File: src/rtl/coin_dispense_sequencer_pkg.sv
// -----------------------------------------------------------------------------
// coin_dispense_sequencer_pkg
// Shared definitions for the coin dispenser: sequencer state encoding and the
// servo position codes understood by the servo PWM stage.
// -----------------------------------------------------------------------------
package coin_dispense_sequencer_pkg;

    typedef enum logic [1:0] {
        S_IDLE   = 2'd0,
        S_PUSH   = 2'd1,
        S_RETURN = 2'd2,
        S_DONE   = 2'd3
    } seq_state_t;

    localparam logic [31:0] SERVO_REST = 32'd0;
    localparam logic [31:0] SERVO_PUSH = 32'd1;

endpackage

File: src/rtl/coin_dispense_sequencer_timer.sv
// -----------------------------------------------------------------------------
// dwell_timer
// Down-counting dwell timer. Loaded with (dwell-1) on state entry; expired is
// high while the count reads zero, and the count then holds at zero.
// Ports:
//   clk        system clock, rising edge
//   clr        asynchronous active-high clear (count -> 0)
//   load       load load_value on the next rising edge
//   load_value value to load (dwell cycles minus one)
//   expired    count is zero
// -----------------------------------------------------------------------------
module dwell_timer #(
    parameter int unsigned WIDTH = 26
) (
    input  logic             clk,
    input  logic             clr,
    input  logic             load,
    input  logic [WIDTH-1:0] load_value,
    output logic             expired
);

    logic [WIDTH-1:0] r_count;

    always_ff @(posedge clk or posedge clr) begin
        if (clr) begin
            r_count <= '0;
        end else if (load) begin
            r_count <= load_value;
        end else if (r_count != '0) begin
            r_count <= r_count - WIDTH'(1);
        end
    end

    assign expired = (r_count == '0);

endmodule

File: src/rtl/coin_dispense_sequencer.sv
// -----------------------------------------------------------------------------
// coin_dispense_sequencer
// Dispenses coin_count coins by cycling a servo between push and rest
// positions, holding each position for a fixed number of clock cycles.
// Ports:
//   clk         system clock, rising edge
//   clr         asynchronous active-high reset
//   start       dispense request, sampled only while idle
//   coin_count  coins to dispense, captured when start is accepted
//   servoCtrl   registered servo position code (SERVO_REST / SERVO_PUSH)
//   busy        high in every state except idle
//   done        one-cycle completion pulse
//   coins_left  coins remaining in the current request
// -----------------------------------------------------------------------------
module coin_dispense_sequencer
    import coin_dispense_sequencer_pkg::*;
#(
    parameter int unsigned PUSH_CYCLES   = 50_000_000,
    parameter int unsigned RETURN_CYCLES = 50_000_000
) (
    input  logic        clk,
    input  logic        clr,
    input  logic        start,
    input  logic [3:0]  coin_count,
    output logic [31:0] servoCtrl,
    output logic        busy,
    output logic        done,
    output logic [3:0]  coins_left
);

    // Timer only ever holds (dwell-1), so clog2 of the longer dwell suffices.
    localparam int unsigned DWELL_MAX = (PUSH_CYCLES > RETURN_CYCLES) ? PUSH_CYCLES : RETURN_CYCLES;
    localparam int unsigned TIMER_W   = (DWELL_MAX > 1) ? $clog2(DWELL_MAX) : 1;
    localparam logic [TIMER_W-1:0] PUSH_LOAD   = TIMER_W'(PUSH_CYCLES - 1);
    localparam logic [TIMER_W-1:0] RETURN_LOAD = TIMER_W'(RETURN_CYCLES - 1);

    seq_state_t         r_state;
    seq_state_t         w_next;
    logic               w_load;
    logic [TIMER_W-1:0] w_load_value;
    logic               w_expired;
    logic [3:0]         r_coins_left;
    logic [3:0]         w_coins_dec;
    logic [31:0]        r_servo;
    logic               r_busy;
    logic               r_done;

    assign w_coins_dec = r_coins_left - 4'd1;

    dwell_timer #(
        .WIDTH (TIMER_W)
    ) u_dwell_timer (
        .clk        (clk),
        .clr        (clr),
        .load       (w_load),
        .load_value (w_load_value),
        .expired    (w_expired)
    );

    always_comb begin
        w_next       = r_state;
        w_load       = 1'b0;
        w_load_value = '0;
        unique case (r_state)
            S_IDLE: begin
                if (start) begin
                    if (coin_count != 4'd0) begin
                        w_next       = S_PUSH;
                        w_load       = 1'b1;
                        w_load_value = PUSH_LOAD;
                    end else begin
                        w_next = S_DONE;
                    end
                end
            end
            S_PUSH: begin
                if (w_expired) begin
                    w_next       = S_RETURN;
                    w_load       = 1'b1;
                    w_load_value = RETURN_LOAD;
                end
            end
            S_RETURN: begin
                if (w_expired) begin
                    if (w_coins_dec != 4'd0) begin
                        w_next       = S_PUSH;
                        w_load       = 1'b1;
                        w_load_value = PUSH_LOAD;
                    end else begin
                        w_next = S_DONE;
                    end
                end
            end
            S_DONE: begin
                w_next = S_IDLE;
            end
            default: begin
                w_next = S_IDLE;
            end
        endcase
    end

    // Outputs are registered from the next state so they line up with it.
    always_ff @(posedge clk or posedge clr) begin
        if (clr) begin
            r_state      <= S_IDLE;
            r_coins_left <= '0;
            r_servo      <= SERVO_REST;
            r_busy       <= 1'b0;
            r_done       <= 1'b0;
        end else begin
            r_state <= w_next;
            r_servo <= (w_next == S_PUSH) ? SERVO_PUSH : SERVO_REST;
            r_busy  <= (w_next != S_IDLE);
            r_done  <= (w_next == S_DONE);
            if (r_state == S_IDLE && start) begin
                r_coins_left <= coin_count;
            end else if (r_state == S_RETURN && w_expired) begin
                r_coins_left <= w_coins_dec;
            end
        end
    end

    assign servoCtrl  = r_servo;
    assign busy       = r_busy;
    assign done       = r_done;
    assign coins_left = r_coins_left;

endmodule

File: config.mk
export PLATFORM = sky130hd
export DESIGN_NAME = coin_dispense_sequencer
export DESIGN_NICKNAME = d
export VERILOG_FILES = /design/src/rtl/coin_dispense_sequencer_pkg.sv /design/src/rtl/coin_dispense_sequencer_timer.sv /design/src/rtl/coin_dispense_sequencer.sv
export SDC_FILE = /design/constraint.sdc
export NUM_CORES = 1
export LEC_CHECK = 0
export ABC_CLOCK_PERIOD_IN_PS = 4000
export BUFFER_PORTS_ARGS = -buffer_cell sky130_fd_sc_hd__clkbuf_2
export CORE_AREA = 2 2 109 58
export DETAILED_ROUTE_END_ITERATION = 8
export DIE_AREA = 0 0 111 60
export HOLD_SLACK_MARGIN = 0.1
export SLEW_MARGIN = 20
export SYNTH_ARGS = -nofsm -noshare
export SYNTH_HDL_FRONTEND = slang
export SYNTH_HIERARCHICAL = 1
export SYNTH_SLANG_ARGS = --single-unit
File: constraint.sdc
create_clock -name clk -period 4 [get_ports clk]
set_input_delay 0.2 -clock clk [delete_from_list [all_inputs] [get_ports clk]]
set_output_delay 0.2 -clock clk [all_outputs]
set_load 0.1 [all_outputs]
==> flow_summary.ini <==
[logic_synthesis]
synth_area_leaders = dfrtp_1 36%, buf_4 9.8%, nand2_1 4.9%
ys_top_cells_by_count = 35 x dfrtp_1, 32 x buf_4, 32 x nand2_1
synth_flop_cell = dfrtp_1
synth-async-reset-ratio_pct = 100
yosysWarnings = 6
netlist_area_um2 = 2460
ys_types = 52
synth_largest_area_cell = dfrtp_1
seq_area_frac_synth_pct = 35.6
synth.avg_cell_area_um2 = 9.14
ys_seq_elements = 35
synth_top_cell_area_share_pct = 35.6
yosysMostFrequentCell = dfrtp_1
synth_edf_count = 0
synthCells = 269

[layout]
multi_input_area_um2 = 1420
fin_area_um2 = 2640
final_nets = 299
drive_above_1_share_pct = 13.5
ff_latch_area_um2 = 876
antennaDiodeCount = 0
fin_cells = 365
syn_to_final_growth_pct = 7.28
fill_cells = 569

[timing]
tns_ns = 0
fmax_mhz = 306
hold_viol = 0
setup_viol = 0
rsz0062_at_grt = no
tightest_slew_ns = 0.594
fin_skew_ns = 0.00337
min_period_ns = 3.27
layout_setup_ws_ns = 0.729
fin_crit_sh_pct = 81.8
max_slew_margin_pct = 60.1
drv_slew = 0

[grt]
grt_pass1_wl_um = 8580
gr-usage-all-layers_pct = 16.9
grt_max_degree = 55
antenna_found_initial = 0
grt_overflow = 0
grt_pass1_vias = 1559

[route]
avgRoutedWirePerCell_um = 14.6
via_per_inst = 5.11
wl_um = 5340
vias = 1866
ant_nets = 0
drt-initial-drc-count = 198
drc = 0
first_pass_iters = 4

[clocking]
path_clk_slew_ns = 0.05
numCtsBuffers = 5
htree_num_levels = 2
post_cts_buffers = 0
clkSinkCount = 35
cts_tree = built
clock_latency_ns = 0.27
clockBufferDepth = 2
clockRootBuffer = clkbuf_16

[worst_setup_path]
cp_num_buf_inv = 1
path_cells = nor4_1 -> nand4b_1 -> nor2_1 -> nand2_1 -> nor2_1 -> a221o_1 -> clkinv_1 -> o21ai_1 -> o21ai_0
cpPeakStageDelay_ns = 0.56
worstPathRequired_ns = 4.13
path_max_fanout = 9
crit_type = reg -> reg
end_kind = register
start_kind = register
crit_top_cell = nor2_1
cp.arrival_ns = 3.40
path_delay_family = simple AND/OR/NAND/NOR gates
slowest_stage = nor4_1

[outcome]
status = complete, no violations

[placed_design]
gp_congestion = 0.756
placed_cell_area_um2 = 2500
port-buffer-count = 13
post-place-ws_ns = 0.799
dpl.cell_count = 358
hpwlAfterDp_um = 3870

[pwr]
leakage_uw = 0.00108
irDropWorstVdd_mv = 0.302
p_per_area_nw_per_um2 = 867

[worst_hold_path]
min_path_type = in -> reg

[floorplan]
dieWidth_um = 111
coreArea_um2 = 5780
start_util_pct = 42.5
rows = 20
dieHeight_um = 60
io_pins = 45
die-area_um2 = 6660

[job]
drv_cap = 0
-- final timing paths --
kind / endpoint / slack [ns] / from / depth (start not counted)
max: u_dwell_timer/r_count[15] / 0.73 / u_dwell_timer/r_count[21] / 9
min: coins_left[3] / 0.20 / coin_count[3] / 2
max reg2reg: u_dwell_timer/r_count[15] / 0.73 / u_dwell_timer/r_count[21] / 9
min reg2reg: u_dwell_timer/r_count[25] / 0.64 / u_dwell_timer/r_count[25] / 2
max in group asynchronous: u_dwell_timer/r_count[11] / 3.07 / clr / 3
min in group asynchronous: servoCtrl[0] / 0.47 / clr / 3
-- layout by cell type, fill, tap and decap left out, types with 6 or more instances in the layout --
master,instances
conb_1,39
dfrtp_1,35
nand2_1,32
nor2_1,19
clkbuf_2,13
xnor2_1,12
o21ai_0,11
o31ai_1,10
nor3_1,9
xor2_1,9
o21ai_1,6
inv_1,6
-- metal layers --
metal	GRT usage [%]	wire length, µm	vias to the layer above
li1	-	-	921
met1	28.4	2990	871
met2	19.7	1910	69
met3	4.16	384	5
met4	4.82	55	0
met5	0	0	-
-- flip-flops by register name, indices dropped and copies added, names as in the netlist --
signal / count
servoCtrl: 1
coins_left: 4
u_dwell_timer/r_count: 26
busy: 1
r_state: 2
done: 1
-- kinds of logic (layout without fill, tap and decap cells) --
| logic type | after synthesis | in the layout | share of synthesized area [%] |
|---|---|---|---|
| multiplexers | 4 | 4 | 1.78 |
| adder cells (fa/ha/maj) | 3 | 3 | 1.53 |
| buffers and inverters | 49 | 30 | 12.6 |
| AND/OR/NAND/NOR | 109 | 109 | 27.4 |
| AO/OA/AOI/OAI | 47 | 47 | 13.5 |
| XOR/XNOR | 21 | 21 | 7.48 |
| other | 1 | 39 | 0.153 |
| flip-flops | 35 | 35 | 35.6 |
-- through the flow --
step | total power, µW | hold slack (ns) | util, %
3_5_place_dp | 1910 | 0.205 | 43.2
4_1_cts | 2290 | 0.182 | 45.6
6_report | 2290 | 0.196 | 45.6
3_3_place_gp | 1900 | 0.197 | 43.2
2_1_floorplan | 1730 | 0.0279 | -
5_1_grt | 2430 | 0.183 | 45.6
-- area by class of cell --
type / count / share of cell area [%]
Timing Repair Buffer: 16 / 3.42
Multi-Input combinational cell: 223 / 53.7
Tap cell: 77 / 3.65
Inverter: 8 / 1.14
Sequential cell: 35 / 33.2
Clock buffer: 6 / 4.89
-- power by group --
group	internal (µW)	switching [µW]	total (µW)
sequential	519	284	803
combinational	371	755	1130
clock	224	134	358
total	1110	1170	2290
-- timing repair --
item,4_1_cts,5_1_grt
hold buffers,1,0
hold endpoints to repair,9,0
gates resized for setup,0,0
No activity file was read; power rests on OpenSTA's default activity.
